## config.mk

```make
export PLATFORM = sky130hd
export DESIGN_NAME = stdc_event_collector
export DESIGN_NICKNAME = d
export VERILOG_FILES = /design/src/rtl/stdc_event_collector.sv
export SDC_FILE = /design/constraint.sdc
export NUM_CORES = 2
export LEC_CHECK = 0
export CAP_MARGIN = 20
export CORE_ASPECT_RATIO = 0.8
export CORE_MARGIN = 1.5
export CORE_UTILIZATION = 51
export DETAILED_ROUTE_END_ITERATION = 10
export GPL_TIMING_DRIVEN = 1
export PLACE_DENSITY_LB_ADDON = 0.15
export SYNTH_ARGS = -nofsm -noshare
export SYNTH_HDL_FRONTEND = slang
export SYNTH_SLANG_ARGS = --single-unit
export TNS_END_PERCENT = 30
```

## constraint.sdc

```tcl
create_clock -name sys_clk -period 3.9 [get_ports sys_clk]
set_input_delay 0.78 -clock sys_clk [delete_from_list [all_inputs] [get_ports sys_clk]]
set_output_delay 0.78 -clock sys_clk [all_outputs]
set_load 0.005 [all_outputs]
```

## src/rtl/stdc_event_collector.sv

```systemverilog
// N-channel TDC event collector: per-channel hold registers, round-robin merge into a shared FIFO,
// Wishbone slave for CPU drain. Optional threshold/overflow interrupt when STDC_COLLECT_IRQ_EN is defined.
module stdc_event_collector #(
   parameter int N_CH = 2,
   parameter int TS_W = 27,
   parameter int AW   = 6
) (
   input  logic                 sys_clk,
   input  logic                 sys_rst,
   input  logic [N_CH-1:0]      ev_stb_i,
   input  logic [N_CH-1:0]      ev_pol_i,
   input  logic [N_CH*TS_W-1:0] ev_ts_i,
   input  logic [31:0]          wb_adr_i,
   input  logic [31:0]          wb_dat_i,
   output logic [31:0]          wb_dat_o,
   input  logic [3:0]           wb_sel_i,
   input  logic                 wb_cyc_i,
   input  logic                 wb_stb_i,
   input  logic                 wb_we_i,
   output logic                 wb_ack_o,
   output logic                 irq_o
);

   localparam int          CW       = (N_CH > 1) ? $clog2(N_CH) : 1;
   localparam int          DEPTH    = 1 << AW;
   localparam logic [AW:0] FULL_LVL = (AW+1)'(DEPTH);

   typedef enum logic [1:0] {
      REG_DATA = 2'd0,
      REG_STAT = 2'd1,
      REG_CTRL = 2'd2,
      REG_IRQ  = 2'd3
   } reg_e;

   logic [N_CH-1:0] hold_v;
   logic [31:0]     hold_w [N_CH];
   logic [31:0]     ev_word [N_CH];
   logic [CW-1:0]   rr_ptr;
   logic [CW-1:0]   grant_idx;
   logic [CW-1:0]   cand;
   logic            grant_vld;

   logic [31:0]     mem [DEPTH];
   logic [AW-1:0]   wr_ptr, rd_ptr;
   logic [AW:0]     level;
   logic            empty, full;

   logic [N_CH-1:0] en, ovf, ovf_set, ovf_clr, drain, load;
   logic [15:0]     thr;
   logic [31:0]     rd_data;
   reg_e            reg_sel;
   logic            acc, wr_acc, rd_acc, flush, push, pop;

   logic unused_ok;
   assign unused_ok = ^{wb_sel_i, wb_adr_i[31:4], wb_adr_i[1:0], wb_dat_i};

   // A new access is taken only when ack is low, so every access is two cycles.
   assign reg_sel = reg_e'(wb_adr_i[3:2]);
   assign acc     = wb_cyc_i && wb_stb_i && !wb_ack_o;
   assign wr_acc  = acc && wb_we_i;
   assign rd_acc  = acc && !wb_we_i;
   assign flush   = wr_acc && (reg_sel == REG_CTRL) && wb_dat_i[16];
   assign empty   = (level == '0);
   assign full    = (level == FULL_LVL);
   assign pop     = rd_acc && (reg_sel == REG_DATA) && !empty;
   assign push    = grant_vld && (!full || pop) && !flush;
   assign ovf_clr = (wr_acc && (reg_sel == REG_STAT)) ? wb_dat_i[16 +: N_CH] : '0;

   // NOTE: every variable driven here gets a default first so no path leaves it unassigned (no latch).
   always_comb begin
      grant_vld = 1'b0;
      grant_idx = '0;
      cand      = '0;
      for (int i = 0; i < N_CH; i++) begin
         cand = CW'((int'(rr_ptr) + i) % N_CH);
         if (!grant_vld && hold_v[cand]) begin
            grant_vld = 1'b1;
            grant_idx = cand;
         end
      end
   end

   // A hold drained on this edge is free to take a new strobe on the same edge.
   always_comb begin
      drain   = '0;
      load    = '0;
      ovf_set = '0;
      for (int k = 0; k < N_CH; k++) begin
         ev_word[k] = {4'(k), ev_pol_i[k], 27'(ev_ts_i[k*TS_W +: TS_W])};
         drain[k]   = push && (grant_idx == CW'(k));
         load[k]    = ev_stb_i[k] && en[k] && (!hold_v[k] || drain[k]) && !flush;
         ovf_set[k] = ev_stb_i[k] && en[k] && hold_v[k] && !drain[k] && !flush;
      end
   end

   // NOTE: sequential state uses non-blocking assignment only; the later assignment to the same bit wins.
   always_ff @(posedge sys_clk or posedge sys_rst) begin
      if (sys_rst) begin
         hold_v <= '0;
         for (int k = 0; k < N_CH; k++) hold_w[k] <= '0;
      end else if (flush) begin
         hold_v <= '0;
      end else begin
         for (int k = 0; k < N_CH; k++) begin
            if (drain[k]) hold_v[k] <= 1'b0;
            if (load[k]) begin
               hold_v[k] <= 1'b1;
               hold_w[k] <= ev_word[k];
            end
         end
      end
   end

   always_ff @(posedge sys_clk or posedge sys_rst) begin
      if (sys_rst)
         rr_ptr <= '0;
      else if (push)
         rr_ptr <= (grant_idx == CW'(N_CH-1)) ? '0 : grant_idx + 1'b1;
   end

   always_ff @(posedge sys_clk or posedge sys_rst) begin
      if (sys_rst) begin
         wr_ptr <= '0;
         rd_ptr <= '0;
         level  <= '0;
      end else if (flush) begin
         wr_ptr <= '0;
         rd_ptr <= '0;
         level  <= '0;
      end else begin
         if (push) wr_ptr <= wr_ptr + 1'b1;
         if (pop)  rd_ptr <= rd_ptr + 1'b1;
         if (push && !pop)      level <= level + 1'b1;
         else if (pop && !push) level <= level - 1'b1;
      end
   end

   // NOTE: storage array has no reset; pointers and level define which entries are valid.
   always_ff @(posedge sys_clk) begin
      if (push) mem[wr_ptr] <= hold_w[grant_idx];
   end

   always_comb begin
      rd_data = '0;
      case (reg_sel)
         REG_DATA: rd_data = empty ? 32'hFFFF_FFFF : mem[rd_ptr];
         REG_STAT: rd_data = {16'(ovf), 16'(level)};
         REG_CTRL: rd_data = {16'h0000, 16'(en)};
         REG_IRQ:  rd_data = {irq_o, 15'h0000, thr};
         default:  rd_data = '0;
      endcase
   end

   always_ff @(posedge sys_clk or posedge sys_rst) begin
      if (sys_rst) begin
         wb_ack_o <= 1'b0;
         wb_dat_o <= '0;
         en       <= '0;
         ovf      <= '0;
      end else begin
         wb_ack_o <= acc;
         if (acc) wb_dat_o <= rd_data;
         if (wr_acc && (reg_sel == REG_CTRL)) en <= wb_dat_i[N_CH-1:0];
         // A loss in the same cycle as its clear stays visible.
         ovf <= (ovf & ~ovf_clr) | ovf_set;
      end
   end

`ifdef STDC_COLLECT_IRQ_EN
   logic irq_q;

   always_ff @(posedge sys_clk or posedge sys_rst) begin
      if (sys_rst) begin
         thr   <= '0;
         irq_q <= 1'b0;
      end else begin
         if (wr_acc && (reg_sel == REG_IRQ)) thr <= wb_dat_i[15:0];
         irq_q <= ((16'(level) >= thr) && (thr != '0)) || (|ovf);
      end
   end

   assign irq_o = irq_q;
`else
   assign thr   = '0;
   assign irq_o = 1'b0;
`endif

endmodule

```

==> impl_metrics.tcl <==
set metrics [dict create \
    status "complete, no violations" \
    core.rowCount 126 \
    grt_pass1_vias 38000 \
    finalClockSkew_ps 29.4 \
    ys_seq_area_share_pct 76.9 \
    setup_viol 0 \
    drcViolationCount 0 \
    period_share_pct 92.9 \
    start_util_pct 51.5 \
    critPathKind "flop to flop" \
    synth.distinct_cells 63 \
    leakagePower_uw 0.0284 \
    setup-tns-final_ps 0 \
    cp-end-kind "flop" \
    synth.top_cell.area_share_pct 73.2 \
    rsz0062_at_grt "no" \
    ant_nets 0 \
    dr.pass1.iters 5 \
    setup_slack_ps 278 \
    die_h_um 349 \
    critical_path_peak_fanout 26 \
    ir_drop_uv 956 \
    pin_count 165 \
    die_area_sq_mm 0.152 \
    place_congestion 0.827 \
    arrival_ps 4300 \
    swShare_pct 30.2 \
    slowest_delay_ps 930 \
    synth-main-ff-cell "edfxtp_1" \
    grt_usage_pct 26.3 \
    pwr-share-seq_pct 45.3 \
    cts_setup_buffers 0 \
    port_buffers 101 \
    routedWlPerCell_um 32.1 \
    drv_cap 0 \
    routed_wl_mm 197 \
    tightest_slew_ps 1140 \
    synth_most_common_cell "edfxtp_1" \
    hold_violations 0 \
    ys_seq_elements 1970 \
    p_int_uw 44400 \
    cts_root_buf "clkbuf_16" \
    insertion_delay_ps 820 \
    grt_max_degree 65 \
    critPathTopFamily "compound AO/OA/AOI/OAI gates" \
    timing.final.max_slew_violations 0 \
    synthArstFlopShare_pct 5.79 \
    critPathLaunchType "flop" \
    cp_slowest_cell "dfrtp_4" \
    cts_hold_buf 0 \
    vias 38400 \
    ys_top_cells_by_count "edfxtp_1 (1856), mux4_2 (386), mux2i_1 (219)" \
    fin_crit_ps 3620 \
    drt_iter0_markers 4789 \
    dpl.hpwl_mm 122 \
    cts_sinks 1970 \
    final_area_sq_mm 0.0887 \
    cts_tree "built" \
    core_area_sq_mm 0.148 \
    overflow 0 \
    cts_resized 0 \
    cts_made_buffers 183 \
    p_total_uw 63600 \
    die_x_um 435 \
    netSwitchingPower_uw 19200 \
    ys_warn_count 0 \
    power.share.clock_pct 27.8 \
    hold_class "input port to async pin" \
    p_per_area_mw_per_mm2 716 \
    avgViaCountPerCell 6.25 \
    path_common_cell "buf_4" \
    max_slew_margin_pct 24.0 \
    clockBufferDepth 3 \
    final_layout_size_suffix_gt1_share_pct 27.3 \
    grt_pass1_wl_mm 283 \
    htree_levels 4 \
    yosys.area.top_type "edfxtp_1" \
    pre_cts_ws_ps -265 \
    syn_to_final_growth_pct 16.5 \
    cp_cell_sequence "buf_4, mux4_2, nand2_1, a21oi_1, a2111oi_0, buf_4, or4_1, o211ai_1" \
    clkTransAtPathRegs_ps 60 \
    antenna_found_initial 6 \
    syn-instance-count 3614 \
    critical_path_required_ps 4580 \
    postPlaceCellArea_sq_mm 0.0829 \
    ys_top_cells_by_area "edfxtp_1 (73%), mux4_2 (11%), dfrtp_1 (3.7%), mux2i_1 (2.9%), mux2_2 (0.99%)" \
    fmax_ghz 0.276 \
    path_buf_inv 2 \
    avgSynthCellArea_sq_um 21.1 \
    p_comb_share_pct 26.9 \
    synth_edf_count 1856 \
    syn_area_sq_mm 0.0762 \
    syn_nets 3754 \
    nets 4148 \
]
==> worst paths after layout <==
check | startpoint | endpoint | slack (ps) | cells after the start
max | rd_ptr[0] | wb_dat_o[5] | 280 | 8
min | sys_rst | hold_w[40] | 400 | 2
max reg2reg | rd_ptr[0] | wb_dat_o[5] | 280 | 8
min reg2reg | hold_w[28] | hold_w[28] | 480 | 2
max in group asynchronous | sys_rst | wb_ack_o | 2700 | 3
min in group sys_clk | hold_w[28] | hold_w[28] | 480 | 2
==> metal layers <==
metal / up-vias / global-route usage [%] / wire length, um
li1: 15900 / - / -
met1: 20600 / 39.7 / 84600
met2: 1656 / 39.8 / 90800
met3: 254 / 5.19 / 17200
met4: 4 / 6.81 / 4690
met5: - / 0 / 21
==> logic make-up (layout without fill, tap and decap cells) <==
group | count (synthesis) | count (layout) | synth area share, %
flip-flops | 1970 | 1970 | 76.9
multiplexers | 692 | 692 | 15.7
AO/OA/AOI/OAI | 386 | 386 | 3.63
AND/OR/NAND/NOR | 326 | 326 | 1.99
buffers and inverters | 219 | 766 | 1.48
XOR/XNOR | 11 | 11 | 0.127
adder cells (fa/ha/maj) | 9 | 9 | 0.158
other | 1 | 6 | 0.00492
==> registers in the layout, summed over array words and instances (netlist names) <==
name and flops:
wb_ack_o 1, wb_dat_o 30, mem 1856, en 2, hold_v 2, wr_ptr 6, level 7, ovf 2
rr_ptr 1, hold_w 57, rd_ptr 6
==> cell usage in the layout (no fill, tap or decap), types with 16 or more instances in the layout <==
cell / count
o221ai_1: 40
nand3_1: 25
o22ai_1: 40
nand2_1: 118
clkinv_1: 41
mux2_4: 20
nand4_1: 29
dfrtp_1: 109
buf_12: 110
a22oi_1: 50
mux2_2: 67
clkdlybuf4s50_1: 101
nor2_1: 31
a22o_1: 21
a211oi_1: 68
buf_4: 206
edfxtp_1: 1856
clkinv_2: 32
clkbuf_1: 41
mux4_2: 386
o21ai_0: 29
a221oi_1: 16
mux2i_1: 219
nor2_4: 66
clkbuf_16: 189
a21oi_1: 74
==> worst register-to-register path, cell delays in order (launching register included) <==
cell	delay [ps]
dfrtp_4	930
buf_4	480
mux4_2	560
nand2_1	90
a21oi_1	140
a2111oi_0	860
buf_4	250
or4_1	110
o211ai_1	80
==> stage by stage <==
stage	instances	utilization, %	hold slack, ps
floorplan	3614	-	415
global placement	5806	56.0	458
detailed placement	5806	56.0	466
CTS	6144	60.0	408
global route	6145	60.0	457
finish	6150	60.0	400
==> power groups by stage <==
stage | Sequential, uW | Combinational [uW] | Clock, uW
detailed placement | 29200 | 17200 | 0
finish | 28800 | 17100 | 17700
global route | 28900 | 18200 | 18700
floorplan | 28700 | 10300 | 0
CTS | 28800 | 17200 | 17900
global placement | 29200 | 16900 | 0
==> layout make-up <==
type | count | area (sq um)
Sequential cell | 1970 | 58600
Timing Repair Buffer | 418 | 4760
Clock buffer | 240 | 5020
Inverter | 10 | 42.5
Clock inverter | 98 | 847
Multi-Input combinational cell | 1425 | 17000
Fill cell | 10600 | 59100
Tap cell | 1984 | 2480
Antenna cell | 5 | 12.5
Power figures use the tool's default switching activity.
